--- config.mk ---
export PLATFORM = sky130hd
export DESIGN_NAME = writeback_stage_reg
export DESIGN_NICKNAME = d
export VERILOG_FILES = /design/src/rtl/writeback_stage_reg.sv
export SDC_FILE = /design/constraint.sdc
export NUM_CORES = 1
export LEC_CHECK = 0
export BUFFER_PORTS_ARGS = -buffer_cell sky130_fd_sc_hd__buf_2
export CAP_MARGIN = 10
export CORE_MARGIN = 1.5
export CORE_UTILIZATION = 35
export DETAILED_ROUTE_END_ITERATION = 6
export RECOVER_POWER = 100
export SYNTH_ARGS = -nofsm -noshare
export SYNTH_HDL_FRONTEND = slang
export SYNTH_SLANG_ARGS = --single-unit
--- constraint.sdc ---
create_clock -name clk -period 2.18 [get_ports clk]
set_input_delay 0.327 -clock clk [delete_from_list [all_inputs] [get_ports clk]]
set_output_delay 0.327 -clock clk [all_outputs]
set_load 0.02 [all_outputs]
--- src/rtl/writeback_stage_reg.sv ---
// MEM/WB pipeline register with load formatting, writeback source select,
// x0 suppression, misaligned-load detection and a retire counter.
module writeback_stage_reg #(
    parameter int XLEN    = 32,
    parameter int RADDR_W = 5,
    parameter int CNT_W   = 32
) (
    input  logic               clk,
    input  logic               rst_n,
    input  logic               mem_valid_in,
    output logic               mem_ready_out,
    input  logic               stall_in,
    input  logic               flush_in,
    input  logic [XLEN-1:0]    alu_result_in,
    input  logic [XLEN-1:0]    read_data_in,
    input  logic [XLEN-1:0]    pc_plus4_in,
    input  logic [XLEN-1:0]    imm_in,
    input  logic [RADDR_W-1:0] rd_addr_in,
    input  logic               regWrite_in,
    input  logic [1:0]         resultSrc_in,
    input  logic [2:0]         load_funct3_in,
    output logic [XLEN-1:0]    write_data_out,
    output logic [RADDR_W-1:0] rd_addr_out,
    output logic               regWrite_out,
    output logic               wb_valid_out,
    output logic               misalign_out,
    output logic [CNT_W-1:0]   retire_cnt_out
);

    localparam int OFF_W = $clog2(XLEN / 8);

    localparam logic [1:0] SRC_ALU  = 2'b00;
    localparam logic [1:0] SRC_LOAD = 2'b01;
    localparam logic [1:0] SRC_PC4  = 2'b10;
    localparam logic [1:0] SRC_IMM  = 2'b11;

    localparam logic [2:0] F3_LB  = 3'b000;
    localparam logic [2:0] F3_LH  = 3'b001;
    localparam logic [2:0] F3_LW  = 3'b010;
    localparam logic [2:0] F3_LD  = 3'b011;
    localparam logic [2:0] F3_LBU = 3'b100;
    localparam logic [2:0] F3_LHU = 3'b101;
    localparam logic [2:0] F3_LWU = 3'b110;

    logic               valid_q;
    logic [XLEN-1:0]    alu_q;
    logic [XLEN-1:0]    rdata_q;
    logic [XLEN-1:0]    pc4_q;
    logic [XLEN-1:0]    imm_q;
    logic [RADDR_W-1:0] rd_q;
    logic               rw_q;
    logic [1:0]         src_q;
    logic [2:0]         f3_q;
    logic [CNT_W-1:0]   cnt_q;

    // A flushed or empty slot still captures the data fields so the
    // bubble contents are deterministic; only valid_q is cleared.
    always_ff @(posedge clk) begin
        if (!rst_n) begin
            valid_q <= 1'b0;
            alu_q   <= '0;
            rdata_q <= '0;
            pc4_q   <= '0;
            imm_q   <= '0;
            rd_q    <= '0;
            rw_q    <= 1'b0;
            src_q   <= SRC_ALU;
            f3_q    <= 3'b000;
        end else if (!stall_in) begin
            valid_q <= mem_valid_in & ~flush_in;
            alu_q   <= alu_result_in;
            rdata_q <= read_data_in;
            pc4_q   <= pc_plus4_in;
            imm_q   <= imm_in;
            rd_q    <= rd_addr_in;
            rw_q    <= regWrite_in;
            src_q   <= resultSrc_in;
            f3_q    <= load_funct3_in;
        end
    end

    // An instruction retires on the edge that moves it out of WB.
    always_ff @(posedge clk) begin
        if (!rst_n) begin
            cnt_q <= '0;
        end else if (valid_q && !stall_in) begin
            cnt_q <= cnt_q + 1'b1;
        end
    end

    logic [OFF_W-1:0] off;
    logic [XLEN-1:0]  shifted;
    logic [XLEN-1:0]  load_fmt;
    logic             load_mis;

    assign off     = alu_q[OFF_W-1:0];
    assign shifted = rdata_q >> {off, 3'b000};

    always_comb begin
        load_fmt = rdata_q;
        load_mis = 1'b1;
        case (f3_q)
            F3_LB: begin
                load_fmt = XLEN'($signed(shifted[7:0]));
                load_mis = 1'b0;
            end
            F3_LH: begin
                load_fmt = XLEN'($signed(shifted[15:0]));
                load_mis = off[0];
            end
            F3_LW: begin
                load_fmt = XLEN'($signed(shifted[31:0]));
                load_mis = |off[1:0];
            end
            F3_LBU: begin
                load_fmt = XLEN'(shifted[7:0]);
                load_mis = 1'b0;
            end
            F3_LHU: begin
                load_fmt = XLEN'(shifted[15:0]);
                load_mis = off[0];
            end
            F3_LWU: begin
                if (XLEN == 64) begin
                    load_fmt = XLEN'(shifted[31:0]);
                    load_mis = |off[1:0];
                end
            end
            F3_LD: begin
                if (XLEN == 64) begin
                    load_fmt = shifted;
                    load_mis = |off;
                end
            end
            default: begin
                load_fmt = rdata_q;
                load_mis = 1'b1;
            end
        endcase
    end

    always_comb begin
        write_data_out = alu_q;
        case (src_q)
            SRC_ALU:  write_data_out = alu_q;
            SRC_LOAD: write_data_out = load_fmt;
            SRC_PC4:  write_data_out = pc4_q;
            SRC_IMM:  write_data_out = imm_q;
            default:  write_data_out = alu_q;
        endcase
    end

    assign misalign_out   = valid_q & (src_q == SRC_LOAD) & rw_q & load_mis;
    assign regWrite_out   = valid_q & rw_q & (rd_q != '0) & ~misalign_out;
    assign wb_valid_out   = valid_q;
    assign rd_addr_out    = rd_q;
    assign retire_cnt_out = cnt_q;
    assign mem_ready_out  = ~stall_in;

endmodule
==> impl_metrics.csv <==
group,metric,value,unit
grt,track_usage,0.213,
route,antenna_left,0,
power,power_density,720,nW/um^2
placed_design,portBuffers,216,
timing,maxSlewViolCount,0,
synth,ys_types,50,
outcome,violations,"setup timing",
grt,grt_pass1_vias,7328,
floorplan,io_pins,217,
timing,rsz0062_at_grt,"yes",
worst_setup_path,start_kind,"flop",
synth,synthesis.nets,1035,
route,wire_per_inst,18.2,um
clock_tree,h-tree-depth,4,
worst_setup_path,ff2ff_setup_slack,80,ps
synth,ys.flop_type,"dfxtp_1",
worst_setup_path,required,1850,ps
synth,yosysSeqAreaShare,0.423,
clock_tree,clock-sinks,172,
route,drc,0,
outcome,status,"finished with violations",
worst_setup_path,worst-setup-path-type,"reg -> out",
finish,final_common_cell,"mux2i_1",
floorplan,die_w,155,um
timing,final.setup_skew,5.62,ps
synth,yosysWarningCount,0,
clock_tree,path_clk_slew,70,ps
synth,synth_edf_count,0,
route,drtIter0Drc,376,
timing,slew_headroom,0.0646,
worst_setup_path,worstPathMaxFanout,11,
clock_tree,ctsHoldBuffers,0,
clock_tree,cts_buffers,17,
worst_setup_path,cp_slowest_cell,"mux4_2",
finish,fin_cells,1436,
route,routed_wl,26200,um
floorplan,die_area,24200,um^2
synth,syn_area_per_cell,9.14,um^2
power,ir_worst_vdd,0.435,mV
grt,grt.overflow.total,0,
floorplan,die_y,155,um
route,dr_total_vias,7511,
placed_design,place.detailed.hpwl,17700,um
grt,grt_max_degree,78,
clock_tree,clk_latency,430,ps
synth,async_flop_share,0,
worst_setup_path,max_stage_delay,460,ps
worst_setup_path,r2r.worst_path.cells,4,
min_path,hold_end,"alu_q[19]",
worst_setup_path,crit_start,"f3_q[0]",
synth,netlist_area,8130,um^2
timing,setup_ws,-287,ps
timing,period_share,1.13,
synth,ys_seq_elements,172,
route,firstDrtPassIters,4,
power,p_leak,4.87,nW
route,viasPerCell,5.23,
clock_tree,cts_tree,"done",
job,maxCapViolations,0,
synth,netlist.area_leader.share,0.423,
min_path,hold_class,"in -> reg",
min_path,holdPathStages,3,
timing,worst_pin_slew,1400,ps
worst_setup_path,worstSetupEndpointType,"primary output",
synth,synth_area_leaders,"dfxtp_1 42%, mux2i_1 22%, nor2_1 7.7%",
finish,final_cell_mix,"167 x mux2i_1, 163 x dfxtp_1, 160 x nor2_1",
floorplan,fp.coreArea,22700,um^2
synth,synthCells,890,
finish,drive_above_1_share,0.320,
worst_setup_path,r2r_start,"retire_cnt_out[3]",
timing,finalHoldViolCount,0,
finish,nNetsFinal,1281,
min_path,worstHoldStart,"alu_result_in[19]",
clock_tree,cts-root-buf,"clkbuf_16",
placed_design,dp.cells,1372,
floorplan,initial_core_util,0.358,
worst_setup_path,critical_path_arrival,2140,ps
placed_design,gp_congestion,0.893,
grt,antenna_found_initial,3,
synth,synth_top_area_cell,"dfxtp_1",
grt,grt_pass1_wl,39900,um
timing,finalSetupViolCount,34,
worst_setup_path,worstPathCellList,"o21ai_4, buf_6, nand3_1, o221a_2, mux4_2, buf_2",
floorplan,rows,55,
clock_tree,clk_path_buf_depth,2,
timing,fin_crit,2470,ps
finish,area_growth,38.2,%
worst_setup_path,r2r_end,"retire_cnt_out[24]",
timing,max_clock_freq,0.405,GHz
finish,fill_cells,2169,
placed_design,place_ws,-64.0,ps
==> critical path: cells and delay by family (launching register included) <==
kind | cells | cell delay [ps]
AND/OR/NAND/NOR | 1 | 80
flip-flops | 1 | 370
buffers and inverters | 2 | 360
AO/OA/AOI/OAI | 2 | 440
multiplexers | 1 | 460
==> power by group <==
part	internal (mW)	switching, mW	total [mW]	leakage (nW)
registers	3.29	0.128	3.42	1.42
clock network	1.87	1.40	3.27	0.309
logic	0.685	0.708	1.39	3.14
total	5.85	2.24	8.09	4.87
==> cell type report <==
class / instances / area (um^2) / share of cell area
multi-input cells: 632 / 4690 / 0.417
repair buffers: 294 / 2020 / 0.180
flip-flops and latches: 172 / 3470 / 0.309
clock buffers: 18 / 439 / 0.0391
well taps: 285 / 357 / 0.0317
diodes: 2 / 5.00 / 0.000445
clock inverters: 14 / 184 / 0.0164
inverters: 19 / 76.3 / 0.00679
==> routing by layer <==
| metal | GRT usage | wire length, um | vias to the layer above |
|---|---|---|---|
| met2 | 0.352 | 12400 | 231 |
| met1 | 0.276 | 11800 | 3564 |
| met4 | 0.0644 | 475 | 0 |
| li1 | - | - | 3685 |
| met5 | 0 | 0 | - |
| met3 | 0.0518 | 1470 | 31 |
==> state kept, by name, indices dropped and copies added, names as in the netlist <==
name	count
alu_q	32
imm_q	32
pc4_q	32
rdata_q	32
retire_cnt_out	32
rd_addr_out	5
f3_q	3
src_q	2
rw_q	1
wb_valid_out	1
==> worst max-delay path by stage <==
stage / end / depth (start not counted) / slack (ps)
final: write_data_out[6] / 6 / -290
after CTS: write_data_out[7] / 5 / -300
after global placement: write_data_out[6] / 6 / -50
after detailed placement: write_data_out[6] / 6 / -60
after global routing: write_data_out[6] / 6 / -370
after floorplan: write_data_out[8] / 6 / -10
==> repair_timing <==
action	in CTS	in global routing
setup endpoints to repair	34	35
pin swaps	27	8
cloned	6	1
buffers inserted	16	7
resized for setup	94	30
==> kinds of logic (layout without fill, tap and decap cells) <==
kind of cell / after synthesis / after routing / synth area share
muxes: 186 / 186 / 0.242
DFF: 172 / 172 / 0.423
xor gates and xnor gates: 10 / 10 / 0.0108
other: 0 / 2 / 0
and+or+nand+nor: 257 / 258 / 0.146
AOI/OAI and AO/OA: 176 / 177 / 0.135
buffers and inverters: 88 / 345 / 0.0422
adders and majority gates: 1 / 1 / 0.00154
==> per-stage QoR <==
step	utilization	total power, mW	instance area (um^2)	setup TNS (ps)	hold slack (ps)
after floorplan	-	4.19	8160	-20.3	458
after global placement	0.433	4.66	9840	-81.3	462
after detailed placement	0.433	4.67	9840	-146	479
after CTS	0.489	8.13	11100	-8040	107
after global routing	0.495	8.41	11200	-10430	119
final	0.495	8.09	11200	-7900	126
==> Yosys cell counts, types with 3 or more instances <==
cell / instances
or4_1: 15
nand2b_1: 3
or3_1: 8
nand2_1: 15
and4_1: 4
mux2_2: 3
o22ai_1: 8
nand4_1: 8
o221a_2: 6
nor2_1: 167
o21bai_1: 14
mux2i_1: 175
o21a_1: 3
o21ai_0: 21
inv_1: 18
nand3_1: 16
buf_2: 4
a22oi_1: 3
a31oi_1: 6
o2bb2ai_1: 7
clkbuf_1: 54
a21oi_1: 80
o31ai_1: 13
dfxtp_1: 172
xnor2_1: 8
buf_1: 10
mux4_2: 8
nor3_1: 5
a211o_1: 8
(Power assumes the default switching activity.)
